**config.mk**
```make
export PLATFORM = sky130hd
export DESIGN_NAME = set_assoc_cache
export DESIGN_NICKNAME = d
export VERILOG_FILES = /design/src/rtl/cache_pkg.sv /design/src/rtl/cache_way_array.sv /design/src/rtl/set_assoc_cache.sv
export SDC_FILE = /design/constraint.sdc
export NUM_CORES = 2
export LEC_CHECK = 0
export CAP_MARGIN = 5
export CORE_ASPECT_RATIO = 0.75
export CORE_MARGIN = 3
export CORE_UTILIZATION = 40
export CTS_CLUSTER_SIZE = 12
export DETAILED_ROUTE_END_ITERATION = 6
export HOLD_SLACK_MARGIN = 0.1
export PLACE_DENSITY = 0.6
export SLEW_MARGIN = 20
export SYNTH_ARGS = -nofsm -noshare
export SYNTH_HDL_FRONTEND = slang
export SYNTH_MEMORY_MAX_BITS = 65536
export SYNTH_SLANG_ARGS = --single-unit
```
**constraint.sdc**
```tcl
create_clock -name clk -period 9.2 [get_ports clk]
set_input_delay 2.3 -clock clk [delete_from_list [all_inputs] [get_ports clk]]
set_output_delay 2.3 -clock clk [all_outputs]
set_load 0.01 [all_outputs]
```
**src/rtl/cache_pkg.sv**
```systemverilog
// Shared types and default sizing for the set-associative cache.
package cache_pkg;

  typedef enum logic [1:0] {
    StIdle,
    StLookup,
    StMissReq,
    StMissWait
  } state_e;

  localparam int unsigned DefWays  = 4;
  localparam int unsigned DefSets  = 16;
  localparam int unsigned DefLineW = 64;
  localparam int unsigned DefAddrW = 16;

endpackage

```
**src/rtl/cache_way_array.sv**
```systemverilog
// One way of the cache: per-set valid bit, tag and data line.
module cache_way_array #(
  parameter int unsigned SETS   = 16,
  parameter int unsigned TAG_W  = 12,
  parameter int unsigned LINE_W = 64,
  localparam int unsigned IdxW  = $clog2(SETS)
) (
  input  logic              clk_i,
  input  logic              rst_ni,
  input  logic [IdxW-1:0]   rd_idx_i,
  output logic              rd_valid_o,
  output logic [TAG_W-1:0]  rd_tag_o,
  output logic [LINE_W-1:0] rd_data_o,
  input  logic [SETS-1:0]   wr_en_i,
  input  logic [TAG_W-1:0]  wr_tag_i,
  input  logic [LINE_W-1:0] wr_data_i
);

  logic [SETS-1:0]   valid_q;
  logic [TAG_W-1:0]  tag_q  [SETS];
  logic [LINE_W-1:0] data_q [SETS];

  always_ff @(posedge clk_i or negedge rst_ni) begin
    if (!rst_ni) begin
      valid_q <= '0;
    end else begin
      valid_q <= valid_q | wr_en_i;
    end
  end

  // Tag and data storage carry no reset; valid_q alone qualifies them.
  always_ff @(posedge clk_i) begin
    for (int s = 0; s < SETS; s++) begin
      if (wr_en_i[s]) begin
        tag_q[s]  <= wr_tag_i;
        data_q[s] <= wr_data_i;
      end
    end
  end

  assign rd_valid_o = valid_q[rd_idx_i];
  assign rd_tag_o   = tag_q[rd_idx_i];
  assign rd_data_o  = data_q[rd_idx_i];

endmodule

```
**src/rtl/set_assoc_cache.sv**
```systemverilog
// Blocking set-associative cache: read-allocate, write-hit-only, round-robin replacement.
module set_assoc_cache
  import cache_pkg::*;
#(
  parameter int unsigned WAYS   = DefWays,
  parameter int unsigned SETS   = DefSets,
  parameter int unsigned LINE_W = DefLineW,
  parameter int unsigned ADDR_W = DefAddrW
) (
  input  logic              clk,
  input  logic              gen_reset,
  input  logic              req_valid,
  output logic              req_ready,
  input  logic              req_write,
  input  logic [ADDR_W-1:0] req_addr,
  input  logic [LINE_W-1:0] req_wdata,
  output logic              resp_valid,
  output logic              resp_hit,
  output logic [LINE_W-1:0] resp_rdata,
  output logic              mem_req_valid,
  input  logic              mem_req_ready,
  output logic [ADDR_W-1:0] mem_req_addr,
  input  logic              mem_rsp_valid,
  input  logic [LINE_W-1:0] mem_rsp_data
);

  localparam int unsigned IDX_W = $clog2(SETS);
  localparam int unsigned TAG_W = ADDR_W - IDX_W;
  localparam int unsigned WAY_W = $clog2(WAYS);

  state_e            state_q, state_d;
  logic              write_q;
  logic [ADDR_W-1:0] addr_q;
  logic [LINE_W-1:0] wdata_q;
  logic [WAY_W-1:0]  rr_q [SETS];

  logic [IDX_W-1:0]  idx;
  logic [TAG_W-1:0]  tag;
  logic [WAYS-1:0]   way_valid, hit_way, way_we;
  logic [TAG_W-1:0]  way_tag  [WAYS];
  logic [LINE_W-1:0] way_data [WAYS];
  logic [SETS-1:0]   way_set_we [WAYS];
  logic [LINE_W-1:0] hit_data, wr_data;
  logic [WAY_W-1:0]  victim;
  logic              hit, fill;

  assign idx = addr_q[IDX_W-1:0];
  assign tag = addr_q[ADDR_W-1:IDX_W];

  for (genvar w = 0; w < WAYS; w++) begin : g_way
    assign way_set_we[w] = way_we[w] ? (SETS'(1) << idx) : '0;

    cache_way_array #(
      .SETS  (SETS),
      .TAG_W (TAG_W),
      .LINE_W(LINE_W)
    ) u_way (
      .clk_i     (clk),
      .rst_ni    (gen_reset),
      .rd_idx_i  (idx),
      .rd_valid_o(way_valid[w]),
      .rd_tag_o  (way_tag[w]),
      .rd_data_o (way_data[w]),
      .wr_en_i   (way_set_we[w]),
      .wr_tag_i  (tag),
      .wr_data_i (wr_data)
    );
  end

  always_comb begin
    hit_way  = '0;
    hit_data = '0;
    for (int w = 0; w < WAYS; w++) begin
      hit_way[w] = way_valid[w] && (way_tag[w] == tag);
      if (hit_way[w]) hit_data = hit_data | way_data[w];
    end
  end

  assign hit = |hit_way;

  // Lowest invalid way wins; the pointer is only consulted for a full set.
  always_comb begin
    victim = rr_q[idx];
    for (int w = WAYS - 1; w >= 0; w--) begin
      if (!way_valid[w]) victim = WAY_W'(w);
    end
  end

  assign fill = (state_q == StMissWait) && mem_rsp_valid;

  always_comb begin
    state_d       = state_q;
    req_ready     = 1'b0;
    resp_valid    = 1'b0;
    resp_hit      = 1'b0;
    resp_rdata    = '0;
    mem_req_valid = 1'b0;
    mem_req_addr  = '0;
    way_we        = '0;
    wr_data       = wdata_q;
    unique case (state_q)
      StIdle: begin
        req_ready = 1'b1;
        if (req_valid) state_d = StLookup;
      end
      StLookup: begin
        if (hit || write_q) begin
          resp_valid = 1'b1;
          resp_hit   = hit;
          state_d    = StIdle;
          if (write_q) way_we = hit_way;
          else         resp_rdata = hit_data;
        end else begin
          state_d = StMissReq;
        end
      end
      StMissReq: begin
        mem_req_valid = 1'b1;
        mem_req_addr  = addr_q;
        if (mem_req_ready) state_d = StMissWait;
      end
      StMissWait: begin
        if (mem_rsp_valid) begin
          resp_valid = 1'b1;
          resp_rdata = mem_rsp_data;
          wr_data    = mem_rsp_data;
          way_we     = WAYS'(1) << victim;
          state_d    = StIdle;
        end
      end
      default: state_d = StIdle;
    endcase
  end

  always_ff @(posedge clk or negedge gen_reset) begin
    if (!gen_reset) begin
      state_q <= StIdle;
      write_q <= 1'b0;
      addr_q  <= '0;
      wdata_q <= '0;
      for (int s = 0; s < SETS; s++) rr_q[s] <= '0;
    end else begin
      state_q <= state_d;
      if (state_q == StIdle && req_valid) begin
        write_q <= req_write;
        addr_q  <= req_addr;
        wdata_q <= req_wdata;
      end
      if (fill && (&way_valid)) rr_q[idx] <= rr_q[idx] + 1'b1;
    end
  end

endmodule

```
# Word level (Yosys, flattened, before mapping)
# Memory sizes are Yosys's and may differ from the RTL's.
# Cells that the tools add are included.
# Widths: inputs -> output; s select.
[op_classes]
n_mux = 177
shifts = 2
eq_ne = 10
add_sub_neg = 1
magnitude_cmp = 3
bitwise_logic = 8
n_reduce_logical = 13
[op_table]
columns = ["cell", "count"]
rows = [
  ["$mux 64", 9],
  ["$or 64x64->64", 3],
  ["$mux 1", 138],
  ["$pmux 64 s2", 1],
  ["$mux 16", 5],
  ["$or 16x16->16", 4],
  ["$eq 12x12->1", 4],
  ["$bwmux 32", 1],
  ["$mux 2", 11],
  ["$bmux 1 s4", 4],
  ["$shl 1x4->16 const A", 1],
  ["$mux 4", 3],
  ["$bmux 2 s4", 1],
  ["$demux 2 s4", 1],
  ["$logic_and 1x1->1", 8],
  ["$pmux 2 s4", 1],
  ["$pmux 4 s2", 1],
  ["$ne 2x2->1 const B", 3],
  ["$ge 5x5->1 const B", 1],
  ["$lt 4x5->1 const B", 1],
  ["$lt 5x1->1 const B", 1],
  ["$not 4->5", 1],
  ["$eq 2x2->1 const B", 2],
  ["$reduce_and 4->1", 1],
  ["8 further kinds", 8],
]
[totals]
ram_bits = 4864
word_cells = 246
register_bits = 179
mem_count = 8
input_bits = 150
[memory_table]
columns = ["memory", "depth", "width", "read_ports", "rd_ports_with_merged_regs", "write_ports", "line", "text"]
rows = [
  ["g_way[0].u_way.data_q", 16, 64, 1, 0, 16, "cache_way_array.sv:21", "logic [LINE_W-1:0] data_q [SETS];"],
  ["g_way[1].u_way.data_q", 16, 64, 1, 0, 16, "cache_way_array.sv:21", ""],
  ["g_way[2].u_way.data_q", 16, 64, 1, 0, 16, "cache_way_array.sv:21", ""],
  ["g_way[3].u_way.data_q", 16, 64, 1, 0, 16, "cache_way_array.sv:21", ""],
  ["g_way[0].u_way.tag_q", 16, 12, 1, 0, 16, "cache_way_array.sv:20", "logic [TAG_W-1:0] tag_q [SETS];"],
  ["g_way[1].u_way.tag_q", 16, 12, 1, 0, 16, "cache_way_array.sv:20", ""],
  ["+2 memories", "n/a", "n/a", "n/a", "n/a", "n/a", "n/a", ""],
]

# Longest topological paths before layout
[logic_depth]
depth_word = 14
mapped_depth = 16
depth_no_buf = 9

# By module
# Synthesis repeated with hierarchy kept, for this count alone.
[unflattened]
hier_cells = 8531
area_unflattened_um2 = 192151.8
[by_module_without_submodules]
columns = ["module", "area_each_um2", "seq_area_each_um2", "instances", "cells_per_inst"]
rows = [
  ["cache_way_array", 45944.1, 36915.4, 4, 1894],
  ["set_assoc_cache", 8375.5, 2877.8, 1, 955],
]

# Worst setup path before layout
# OpenSTA, ideal clock, no wires.
[synth_timing]
path_type = "in2reg"
startpoint = "input port mem_rsp_valid"
endpoint = "memory g_way[3].u_way.data_q[11][0], enable pin"
n_path_buf = 1
t_required_ns = 8.688
arrival_time_ns = 6.395
path_stages = 5
slack_ns = 2.293
setup_time_ns = 0.512
cell_sequence = "nand3_1 or3_1 o22a_2 buf_6 nor2_1"
[synth_rtl]
columns = ["item", "line", "text"]
rows = [
  ["start: declaration", "set_assoc_cache.sv:23", "input logic mem_rsp_valid,"],
  ["end: declaration", "cache_way_array.sv:21", ""],
]

# Final worst setup path
[layout_timing]
startpoint = "register addr_q[1]"
endpoint = "output port resp_rdata[0]"
[layout_between]
elab_chain_len = 13
[layout_lines]
columns = ["item", "line", "text"]
rows = [
  ["start: declaration", "set_assoc_cache.sv:33", "logic [ADDR_W-1:0] addr_q;"],
  ["start signal: assignment", "set_assoc_cache.sv:146", "addr_q <= req_addr;"],
  ["$mem_v2 16x12 or $bmux 1 s4 (tied branches)", "n/a", ""],
  ["$eq 12x12->1 or $mux 1 (tied branches)", "set_assoc_cache.sv:74, cache_way_array.sv:41", ""],
  ["$logic_and 1x1->1", "set_assoc_cache.sv:74", "hit_way[w] = way_valid[w] && (way_tag[w] == tag);"],
  ["$mux 64", "set_assoc_cache.sv:75", "if (hit_way[w]) hit_data = hit_data | way_data[w];"],
  ["$or 64x64->64", "set_assoc_cache.sv:75", ""],
  ["$mux 64", "set_assoc_cache.sv:75", ""],
  ["$or 64x64->64", "set_assoc_cache.sv:75", ""],
  ["$mux 64", "set_assoc_cache.sv:75", ""],
  ["$or 64x64->64", "set_assoc_cache.sv:75", ""],
  ["$mux 64", "set_assoc_cache.sv:75", ""],
  ["$mux 64", "set_assoc_cache.sv:111", "if (write_q) way_we = hit_way;"],
  ["$mux 64 (*)", "set_assoc_cache.sv:107", "if (hit || write_q) begin"],
  ["$pmux 64 s2 (*)", "set_assoc_cache.sv:101", "unique case (state_q)"],
  ["end: declaration", "set_assoc_cache.sv:19", "output logic [LINE_W-1:0] resp_rdata,"],
]
# Every way passes the cells marked *; elsewhere a longest branch is shown, timed or not. The select of a mux whose other input is x is not followed.

==> results.sh <==
export IMPL_syn_inst=8172
export IMPL_fin_setup_tns_ns=0
export IMPL_htree_num_levels=6
export IMPL_core_rowCount=220
export IMPL_placed_area_um2=207000
export IMPL_fin_area_um2=222400
export IMPL_dp_final_hpwl_um=282800
export IMPL_grt_overflow_total=0
export IMPL_synth_most_common_cell="edfxtp_1"
export IMPL_die_x_um=810.0
export IMPL_grt_pass1_wl_um=767500
export IMPL_synth_yosys_seq_area_share=0.7763
export IMPL_rr_worst_depth=12
export IMPL_globalRouteMet2Util=0.3299
export IMPL_avgSynthCellArea_um2=23.73
export IMPL_wl_um=551000
export IMPL_ctsRootBufferMaster="clkbuf_16"
export IMPL_rsz0062_at_grt="no"
export IMPL_yosysTopAreaCellShare=0.7532
export IMPL_final_nets=8991
export IMPL_drive_above_1_share=0.2982
export IMPL_clock_fmax_mhz=111.5
export IMPL_cp_data_required_time_ns=6.90
export IMPL_p_sw_frac=0.2904
export IMPL_drc=0
export IMPL_cts_tree="yes"
export IMPL_ys_types=53
export IMPL_max_vdd_ir_drop_mv=0.2588
export IMPL_antenna_found_initial=24
export IMPL_crit_start="addr_q[1]"
export IMPL_syn_to_final_growth_pct=14.67
export IMPL_vias=94286
export IMPL_maxCapViolations=0
export IMPL_power_density_nw_per_um2=308.2
export IMPL_sequentialPowerShare=0.439
export IMPL_ys_warn_count=0
export IMPL_hold_buffers=0
export IMPL_r2r_setup_slack_ns=2.36
export IMPL_synthTopCellsByCount="4,864 x edfxtp_1, 1,511 x mux4_2, 270 x nor2b_1, 243 x clkbuf_1, 236 x nand2_1"
export IMPL_skew_ns=0.07393
export IMPL_cts_sinks=5043
export IMPL_regToRegEndpoint="g_way[2].u_way.data_q[0][61]"
export IMPL_regToRegStartpoint="addr_q[1]"
export IMPL_io_buffers=233
export IMPL_synthesis_area_um2=193900
export IMPL_die_h_um=609.0
export IMPL_synth_area_leaders="edfxtp_1 75%, mux4_2 18%, dfrtp_1 2.3%"
export IMPL_power_leakage_nw=68.53
export IMPL_critPathKind="reg2out"
export IMPL_drt_iter0_markers=13987
export IMPL_synth_largest_area_cell="edfxtp_1"
export IMPL_firstDrtPassIters=6
export IMPL_clk_path_buf_depth=4
export IMPL_crit_path_end="resp_rdata[0]"
export IMPL_critPathArrivalTime_ns=6.67
export IMPL_p_int_mw=48.63
export IMPL_startpoint_type="flop"
export IMPL_gp_congestion=0.7935
export IMPL_numCtsBuffers=519
export IMPL_final_setup_viol_count=0
export IMPL_finalMaxSlewViolations=0
export IMPL_min_period_ns=8.970
export IMPL_met1_usage=0.3347
export IMPL_p_clk_frac=0.284
export IMPL_ios=234
export IMPL_worstPathMaxFanout=35
export IMPL_dieArea_um2=493300
export IMPL_post_route_period_util=0.9750
export IMPL_drtAntennaViolNets=0
export IMPL_power_switching_mw=19.90
export IMPL_coreArea_um2=480900
export IMPL_grt_busiest_layer="met1"
export IMPL_clk_pin_slew_worst_paths_ns=0.06
export IMPL_routed_via_density=6.051
export IMPL_yosys_register_bits=5043
export IMPL_p_comb_frac=0.277
export IMPL_grt_use_met3=0.04855
export IMPL_wl_per_cell_um=35.37
export IMPL_grt_max_degree=146
export IMPL_grt_pass1_vias=94201
export IMPL_async_reset_ff_frac=0.03549
export IMPL_synth_edf_count=4864
export IMPL_slew_headroom=0.2353
export IMPL_final_hold_viol_count=0
export IMPL_grtUsageTotal=0.2207
export IMPL_initial_core_util=0.4032
export IMPL_syn_num_nets=8322
export IMPL_cp_end_kind="primary output"
export IMPL_insertion_delay_ns=1.09
export IMPL_hold_path_class="reg2reg"
export IMPL_status="completed"
export IMPL_ys_flop_type="edfxtp_1"
export IMPL_worst_slew_pin_slew_ns=1.144
## layout make-up
type	count	area [um2]
well taps	6438	8055
clock buffers	681	13810
inverters	16	67.56
repair buffers	588	6399
diodes	24	60.06
flip-flops and latches	5043	150600
multi-input cells	2673	42050
clock inverters	118	1361
fillers	38888	258500
## cell usage in the layout (no fill, tap or decap), drive strengths merged, types with 5 or more instances in the layout
master and n:
edfxtp 4864, mux4 1511, clkbuf 681, buf 357
nor2b 270, nand2 236, clkdlybuf4s50 231, dfrtp 179
mux2 106, o21ai 87, nor2 85, clkinv 81
nor4 68, mux2i 44, inv 40, xnor2 37
or2 33, o21bai 32, diode 24, a22oi 21
nand3 21, nor3 16, a21oi 15, o2bb2ai 10
and2 10, o22ai 9, bufinv 9, xor2 8
a2bb2oi 6, a211oi 5, o41ai 5
## power groups by stage
stage / sequential, mW / clock, mW / combinational (mW)
after global routing: 30.1 / 20.8 / 20.3
after global placement: 30.5 / 0 / 18.7
final: 30.1 / 19.5 / 19.0
after CTS: 30.1 / 19.8 / 19.2
after detailed placement: 30.6 / 0 / 19.1
after floorplan: 30.7 / 0 / 13.2
## flip-flops by register name (all words and copies together) (netlist names), named ones only
name / flops
wdata_q: 64
g_way.u_way.tag_q: 768
write_q: 1
g_way.u_way.valid_q: 64
g_way.u_way.data_q: 4096
rr_q: 32
state_q: 1
addr_q: 16
## cell families (layout without fill, tap and decap cells)
group / Yosys count / count (layout) / share of synthesized area
compound gates: 216 / 216 / 0.007369
xor+xnor: 45 / 45 / 0.002032
buf+inv: 456 / 1403 / 0.01046
flops: 5043 / 5043 / 0.7763
mux: 1661 / 1661 / 0.1839
other cells: 0 / 24 / 0
simple gates: 751 / 751 / 0.01992
## per-stage QoR
| step | hold slack (ns) | worst slack, ns | util | total power, mW | cells |
|---|---|---|---|---|---|
| 4_1_cts | 0.4649 | 0.05189 | 0.4621 | 69.09 | 15555 |
| 3_5_place_dp | 0.4494 | 0.8916 | 0.4304 | 49.70 | 14754 |
| 2_1_floorplan | 0.4278 | 2.293 | - | 43.84 | 8172 |
| 5_1_grt | 0.4760 | 0.02747 | 0.4623 | 71.21 | 15558 |
| 3_3_place_gp | 0.4420 | 0.4108 | 0.4299 | 49.18 | 14744 |
| 6_report | 0.4652 | 0.2295 | 0.4624 | 68.53 | 15581 |
## worst min path at each step
| stage | depth (start not counted) | startpoint | end |
|---|---|---|---|
| finish | 1 | g_way[1].u_way.valid_q[5] | g_way[1].u_way.valid_q[5] |
| detailed placement | 1 | g_way[1].u_way.valid_q[5] | g_way[1].u_way.valid_q[5] |
| floorplan | 1 | g_way[1].u_way.valid_q[10] | g_way[1].u_way.valid_q[10] |
| global route | 1 | g_way[1].u_way.valid_q[10] | g_way[1].u_way.valid_q[10] |
| global placement | 1 | g_way[3].u_way.valid_q[10] | g_way[3].u_way.valid_q[10] |
| CTS | 1 | g_way[1].u_way.valid_q[5] | g_way[1].u_way.valid_q[5] |
## worst max-delay path, cell delays in order (launching register included)
cell and delay [ns]:
dfrtp_4 0.83, buf_4 0.52, buf_4 0.34, mux4_2 0.34
a22oi_1 0.27, nand2_1 0.23, o21ai_0 0.15, nor4bb_1 0.17
o2111ai_4 0.13, buf_4 0.64, nor2b_1 0.24, nor4_1 0.91
o21ai_1 0.13, clkdlybuf4s50_1 0.52
## layer usage
metal,up-vias,wire length (um),share of wire
li1,36102,-,-
met1,51958,228600,0.41
met2,5497,249900,0.45
met3,727,60890,0.11
met4,2,11620,0.021
met5,-,13,0.000024
## timing repair
| item | CTS | global route |
|---|---|---|
| buffers inserted | 2 | 0 |
| gates cloned | 0 | 0 |
| setup endpoints to repair | 53 | 5 |
| resized for setup | 2 | 5 |
No activity file was read; power rests on OpenSTA's default activity.
